### config.mk
export PLATFORM = sky130hd
export DESIGN_NAME = instr_sequencer
export DESIGN_NICKNAME = d
export VERILOG_FILES = /design/src/rtl/cpu_pkg.sv /design/src/rtl/instr_decoder.sv /design/src/rtl/instr_sequencer.sv
export SDC_FILE = /design/constraint.sdc
export NUM_CORES = 1
export LEC_CHECK = 0
export CAP_MARGIN = 5
export CORE_MARGIN = 4
export CORE_UTILIZATION = 46
export CTS_CLUSTER_SIZE = 28
export DETAILED_ROUTE_END_ITERATION = 6
export PLACE_DENSITY_LB_ADDON = 0.3
export SKIP_LAST_GASP = 1
export SYNTH_ARGS = -nofsm -noshare
export SYNTH_HDL_FRONTEND = slang
export SYNTH_SLANG_ARGS = --single-unit
export TNS_END_PERCENT = 50
### constraint.sdc
create_clock -name CLK -period 1.71 [get_ports CLK]
set_input_delay 0.171 -clock CLK [delete_from_list [all_inputs] [get_ports CLK]]
set_output_delay 0.171 -clock CLK [all_outputs]
set_load 0.1 [all_outputs]
### src/rtl/cpu_pkg.sv
// Shared definitions for the 4-bit accumulator core: opcodes, sequencer
// states and control-vector bit positions.
package cpu_pkg;

  localparam int WIDTH      = 12;
  localparam int ADDR_WIDTH = 4;
  localparam int OP_WIDTH   = 4;

  localparam logic [3:0] OP_ADD = 4'h5;
  localparam logic [3:0] OP_INC = 4'h9;
  localparam logic [3:0] OP_LDR = 4'hA;
  localparam logic [3:0] OP_STR = 4'hB;
  localparam logic [3:0] OP_NOP = 4'hC;
  localparam logic [3:0] OP_LDI = 4'hD;
  localparam logic [3:0] OP_RST = 4'hE;

  typedef enum logic [1:0] {
    S_FETCH  = 2'b00,
    S_DECODE = 2'b01,
    S_EXEC   = 2'b10,
    S_WAIT   = 2'b11
  } state_t;

  localparam int C_LDI  = 0;
  localparam int C_INC  = 1;
  localparam int C_ADD  = 2;
  localparam int C_LDR  = 3;
  localparam int C_STA  = 4;
  localparam int C_ILL  = 5;
  localparam int C_RST  = 6;
  localparam int CTRL_W = 7;

endpackage

### src/rtl/instr_decoder.sv
// Combinational opcode decoder; shared with the disassembler/trace monitor.
module instr_decoder
  import cpu_pkg::*;
(
  input  logic [3:0]        i_op,
  output logic [CTRL_W-1:0] o_ctrl
);

  always_comb begin
    o_ctrl = '0;
    case (i_op)
      OP_LDI:  o_ctrl[C_LDI] = 1'b1;
      OP_INC:  o_ctrl[C_INC] = 1'b1;
      OP_ADD:  o_ctrl[C_ADD] = 1'b1;
      OP_LDR:  o_ctrl[C_LDR] = 1'b1;
      OP_STR:  o_ctrl[C_STA] = 1'b1;
      OP_NOP:  o_ctrl        = '0;
      OP_RST:  o_ctrl[C_RST] = 1'b1;
      default: o_ctrl[C_ILL] = 1'b1;
    endcase
  end

endmodule

### src/rtl/instr_sequencer.sv
// Fetch/decode/execute controller: PC drives the ROM, IR latches the word,
// EXEC issues one-cycle strobes. SINGLE_STEP_EN adds STEP and a WAIT state.
module instr_sequencer
  import cpu_pkg::*;
#(
  parameter int WIDTH      = 12,
  parameter int ADDR_WIDTH = 4,
  parameter int OP_WIDTH   = 4
) (
  input  logic                  CLK,
  input  logic                  RST,
  input  logic                  EN,
`ifdef SINGLE_STEP_EN
  input  logic                  STEP,
`endif
  input  logic [WIDTH-1:0]      ROM_DATA,
  output logic [ADDR_WIDTH-1:0] ROM_ADDR,
  output logic [3:0]            IMM,
  output logic                  EXEC_A_LDI,
  output logic                  EXEC_A_INC,
  output logic                  EXEC_A_ADD,
  output logic                  EXEC_A_LDR,
  output logic                  EXEC_R_STA,
  output logic                  ILLEGAL,
  output logic [1:0]            STATE
);

  state_t                r_state;
  logic [ADDR_WIDTH-1:0] r_pc;
  logic [WIDTH-1:0]      r_ir;
  logic [CTRL_W-1:0]     r_ctrl;
  logic [3:0]            r_imm;
  logic [CTRL_W-1:0]     w_dec;
  logic                  w_unused;

  // Low nibble of the instruction word is reserved.
  assign w_unused = ^{ROM_DATA[3:0], r_ir[3:0]};

  instr_decoder u_dec (
    .i_op   (r_ir[WIDTH-1 -: OP_WIDTH]),
    .o_ctrl (w_dec)
  );

  always_ff @(posedge CLK or posedge RST) begin
    if (RST) begin
      r_state <= S_FETCH;
      r_pc    <= '0;
      r_ir    <= '0;
      r_ctrl  <= '0;
      r_imm   <= '0;
    end else begin
      case (r_state)
        S_FETCH: begin
          if (EN) begin
            r_ir    <= ROM_DATA;
            r_state <= S_DECODE;
          end
        end
        S_DECODE: begin
          r_ctrl  <= w_dec;
          r_imm   <= w_dec[C_LDI] ? r_ir[WIDTH-OP_WIDTH-1 -: 4] : 4'h0;
          r_state <= S_EXEC;
        end
        S_EXEC: begin
          r_ctrl <= '0;
          r_imm  <= '0;
          r_pc   <= r_ctrl[C_RST] ? '0 : r_pc + 1'b1;
`ifdef SINGLE_STEP_EN
          r_state <= S_WAIT;
`else
          r_state <= S_FETCH;
`endif
        end
`ifdef SINGLE_STEP_EN
        S_WAIT: begin
          if (STEP) r_state <= S_FETCH;
        end
`endif
        default: r_state <= S_FETCH;
      endcase
    end
  end

  assign ROM_ADDR   = r_pc;
  assign IMM        = r_imm;
  assign EXEC_A_LDI = r_ctrl[C_LDI];
  assign EXEC_A_INC = r_ctrl[C_INC];
  assign EXEC_A_ADD = r_ctrl[C_ADD];
  assign EXEC_A_LDR = r_ctrl[C_LDR];
  assign EXEC_R_STA = r_ctrl[C_STA];
  assign ILLEGAL    = r_ctrl[C_ILL];
  assign STATE      = r_state;

endmodule

==> run_results.csv <==
group,metric,value,unit
yosys,yosys.area_share.simple,0.1045,
clock_tree,cts_made_buffers,3,
clock_tree,htreeDepth,1,
yosys,synthAdderAreaFrac,0.05741,
drt,drt_iter0_drc,19,
setup_path,critPathMaxFanout,5,
yosys,syn_nets,108,
finish,drive_gt1_frac,0.2810,
drt,wl_per_cell,13.48,um
drt,wl_met3,81,um
setup_path,r2r_slack,0.13,ns
finish,area_delta_synth_final,35.13,%
yosys,synth-compound-area-share,0.1343,
drt,highest_layer,"met4",
clock_tree,hold_buffers,0,
timing,post-route-min-period,1.584,ns
clock_tree,clk_pin_slew_worst_paths,0.13,ns
clock_tree,cts-root-buf,"clkbuf_4",
place,placedCellCount,145,
yosys,synth_top_area_share,0.5741,
clock_tree,cts_sinks,25,
finish,seq_area,633.1,um2
grt,grt_pass1_vias,798,
die,rows,17,
finish,layout.nets,142,
drt,first_pass_iters,4,
timing,whs,0.1768,ns
grt,grt_use_total,0.1358,
drt,wirelength,2009,um
timing,max_freq,631.4,MHz
die,io_pins,31,
setup_path,crit_arrival,1.82,ns
die,die_y,56.68,um
drt,vias,787,
yosys,yosys-mux-area-fraction,0.09185,
place,place_hpwl,1539,um
place,gp_congestion,0.6727,
die,chipWidth,56.68,um
hold_path,min_path_type,"input pin to async pin",
finish,multi_input_area,422.9,um2
drt,wl_met2,1073,um
yosys,synth_top_family_by_area,"compound AO/OA/AOI/OAI gates",
drt,postRouteAntennaNets,0,
timing,finClkSkew,0.003137,ns
place,numPortBuffers,26,
finish,layout_common_cells,"dfrtp_1 (23), buf_4 (14), clkdlybuf4s50_1 (10), mux2_2 (8)",
finish,final_util,0.6594,
drt,wl_met1,802,um
timing,final-setup-viol-count,0,
grt,antenna_found_initial,0,
die,core_area,2233,um2
finish,final_common_cell,"dfrtp_1",
setup_path,cp-start-kind,"flop",
yosys,seq_area_frac_synth,0.5741,
drt,drc,0,
grt,grt_overflow_total,0,
yosys,yosys_register_bits,25,
clock_tree,cts_tree,"yes",
finish,fillers,174,
timing,slew_headroom,0.7758,
timing,drv_slew,0,
grt,grt_max_degree,26,
setup_path,crit_path_end_kind,"flop",
run_status,status,"finished clean",
timing,worst_slew_pin_slew,0.3354,ns
finish,insertedDiodeCount,0,
yosys,synthXorXnorAreaFrac,0,
yosys,synthCells,88,
die,dieArea,3212,um2
yosys,synth.distinct_cells,24,
drt,viasPerCell,5.282,
yosys,syn_avg_cell_area,12.38,um2
clock_tree,cts_setup_buffers,0,
timing,hold_viol,0,
clock_tree,cts_max_path_buffers,2,
timing,tns,0,ns
setup_path,crit_type,"flop to flop",
yosys,synth_area_leaders,"dfrtp_1 (57%), mux2_2 (8.3%), ha_1 (5.7%)",
flow_run,cap_violations,0,
timing,fin_crit_sh,0.9262,
yosys,synthesis.area,1090,um2
yosys,synth_top_area_cell,"dfrtp_1",
timing,grt_setup_unrepaired,"false",
finish,fin_cells,149,
clock_tree,cts_resized,0,
setup_path,cp.required,1.94,ns
die,initial_utilization,0.4880,
grt,grt_pass1_wl,3436,um
clock_tree,clock_latency,0.32,ns
yosys,yosys_warnings,0,
==> registers in the layout, indices dropped and copies added, names as in the netlist <==
| register | flops |
|---|---|
| r_ctrl | 7 |
| STATE | 2 |
| r_ir | 8 |
| ROM_ADDR | 4 |
| IMM | 4 |
==> Yosys cell counts (all sizes together) <==
cell and count:
dfrtp 25, mux2 8, inv 7, nand2 7
ha 5, nand2b 5, o21ai 5, a22o 4
o2bb2ai 4, nand3 2, nor2 2, o22ai 2
a21o 1, a221oi 1, a31oi 1, buf 1
clkinv 1, mux2i 1, nand3b 1, nand4b 1
nand4bb 1, o311ai 1, o31ai 1, or3 1
==> path summary, 6_finish.rpt <==
check | startpoint | end | cells past startpoint
max in group asynchronous | RST | STATE[0] | 3
worst min register to register | r_ctrl[4] | r_ctrl[4] | 1
min in group CLK | ROM_DATA[9] | r_ir[9] | 2
worst min-delay path | RST | ROM_ADDR[1] | 3
worst max-delay path | STATE[0] | r_ctrl[5] | 6
worst max register to register | STATE[0] | r_ctrl[5] | 6
==> worst max-delay path: stages, from the launching register on <==
cell	delay, ns
dfrtp_4	0.52
inv_1	0.13
ha_1	0.27
buf_4	0.16
o21ai_0	0.08
a31oi_1	0.06
a221oi_1	0.26
==> cell families after synthesis <==
family,Yosys count
adders and majority gates,5
and+or+nand+nor,20
muxes,9
buffers and inverters,9
AOI/OAI and AO/OA,20
DFF,25
==> cell type report <==
class                           instances  share of cell area
Clock buffer                            4             0.01784
Timing Repair Buffer                   30              0.2209
Multi-Input combinational cell         54              0.2872
Tap cell                               28             0.02379
Inverter                                8             0.02039
Sequential cell                        25              0.4299
==> per-stage QoR <==
| stage | worst slack, ns | instance area [um2] |
|---|---|---|
| finish | 0.1262 | 1473 |
| global route | 0.003628 | 1473 |
| global placement | 0.1789 | 1446 |
| CTS | 0.1124 | 1473 |
| floorplan | -0.02636 | 1097 |
| detailed placement | 0.1326 | 1446 |
==> metal layers <==
| metal | global-route usage | vias to the layer above |
|---|---|---|
| met5 | 0 | - |
| met4 | 0.07119 | 0 |
| met3 | 0.02069 | 5 |
| met2 | 0.2376 | 21 |
| met1 | 0.1577 | 384 |
| li1 | - | 377 |
Power is not shown: default switching activity piles up to over one toggle a cycle in this logic, so the estimate is an artifact.
==> RTL edit (same flow settings) <==
`WIDTH` is set to 12 in 2 places; all go to 16.
--- a/src/rtl/cpu_pkg.sv
+++ b/src/rtl/cpu_pkg.sv
@@ -3,5 +3,5 @@
 package cpu_pkg;
 
-  localparam int WIDTH      = 12;
+  localparam int WIDTH      = 16;
   localparam int ADDR_WIDTH = 4;
   localparam int OP_WIDTH   = 4;
--- a/src/rtl/instr_sequencer.sv
+++ b/src/rtl/instr_sequencer.sv
@@ -4,5 +4,5 @@
   import cpu_pkg::*;
 #(
-  parameter int WIDTH      = 12,
+  parameter int WIDTH      = 16,
   parameter int ADDR_WIDTH = 4,
   parameter int OP_WIDTH   = 4
Ports: changed (resized ROM_DATA); port bits go from 31 to 35. The function was not compared with the original's and may differ.
==> RTL edit against the unedited design <==
- sequential cell count unchanged
- critical path depth unchanged
- wire length is 11% higher
- count of clock-buffer cells in the layout is 1 lower
- setup slack improved by 0.022 ns
- final area is 1.0% higher
- area after synthesis fell by 0.11%
- non-clock buffer count up 1
- critical path type unchanged
Power is left out: the tool's default activity adds up to more than one toggle a clock period on the data nets, which glitch-free logic cannot reach.
==> RTL edit: results (changes against the unedited design) <==
\begin{tabular}{lr}
\hline
Metric & Value \\
\hline
\multicolumn{2}{l}{\textbf{Final layout}} \\
Clock Buffer Count & 3 (-1) \\
Fillers & 181 (+4.0\%) \\
Sequential cell area share & 42.6\% (-0.43 points) \\
Multi-input gate share of total cell area & 29.9\% (+1.1 points) \\
Proportion of layout cells with a drive suffix above 1 & 33.9\% (+5.8 points) \\
Clock-cell share of area & 2.02\% (+0.23 points) \\
Number of multi-input combinational cells & 55 (+1.9\%) \\
Final Util & 66.6\% (+0.67 points) \\
\multicolumn{2}{l}{\textbf{Outcome}} \\
Outcome & complete, no violations \\
\multicolumn{2}{l}{\textbf{Global route}} \\
Met3 track demand over resource in global routing & 2.99\% (+0.92 points) \\
Global-route wire length before repair & 3.81 mm (+11\%) \\
Largest net degree at the start of global routing & 16 (-38\%) \\
Met1 demand-to-capacity share in global routing & 17.8\% (+2.0 points) \\
Met2 Usage GRT & 27.7\% (+4.0 points) \\
\multicolumn{2}{l}{\textbf{Synth}} \\
Count of cell types in the netlist & 28 (+17\%) \\
List of most frequent post-synthesis cells & sky130\_fd\_sc\_hd\_\_dfrtp\_1 (25), sky130\_fd\_sc\_hd\_\_mux2\_2 (10), sky130\_fd\_sc\_hd\_\_nand2\_1 (7) \\
Area contributors post-synth & sky130\_fd\_sc\_hd\_\_dfrtp\_1 (57\%), sky130\_fd\_sc\_hd\_\_mux2\_2 (10\%), sky130\_fd\_sc\_hd\_\_ha\_1 (5.7\%) \\
Sequential-to-total area share from yosys stat & 57.5\% (+0.066 points) \\
\multicolumn{2}{l}{\textbf{Detailed routing}} \\
Met1 Routed Length & 911 um (+14\%) \\
Drt first-iter violations & 13 (-6) \\
Routed length on met2 & 1.20 mm (+12\%) \\
Met3 wirelength from detailed routing & 82 um (+1.2\%) \\
\multicolumn{2}{l}{\textbf{Placement}} \\
Routability congestion estimate & 0.811 (+21\%) \\
Area post-placement & 1460 um\^{}2 (+0.78\%) \\
Dpl ws & 0.175 ns (+0.0422 ns) \\
\multicolumn{2}{l}{\textbf{Setup path}} \\
Critical path peak fanout & 7 (+2) \\
\multicolumn{2}{l}{\textbf{Timing}} \\
Worst slew margin relative to its limit & 75.7\% (-1.9 points) \\
Clock tree skew after final layout & 0.00862 ns (+0.00548 ns) \\
\hline
\end{tabular}
-- RTL edit: critical path, delay by kind of cell (launching register included) --
kind                       cells  cell delay, ns
buffers and inverters          2            0.27
AOI/OAI and AO/OA              1            0.15
adders and majority gates      1            0.22
DFF                            1            0.53
and+or+nand+nor                1            0.06
muxes                          1            0.27
-- RTL edit: worst paths after layout --
kind,endpoint,slack [ns]
setup / recovery,ROM_ADDR[2],0.15
hold / removal,ROM_ADDR[0],0.1
setup reg to reg,ROM_ADDR[2],0.15
hold reg to reg,IMM[3],0.51
max in group asynchronous,r_ctrl[0],1.15
min in group CLK,r_ir[10],0.45
-- RTL edit: cell families (layout without fill, tap and decap cells) --
kind of cell	Yosys count	in the layout	share of synthesized area (%)
adders and majority gates	5	5	5.75
buffers and inverters	8	41	2.87
DFF	25	25	57.5
and+or+nand+nor	23	23	11.7
AOI/OAI and AO/OA	17	17	11.8
muxes	10	10	10.3
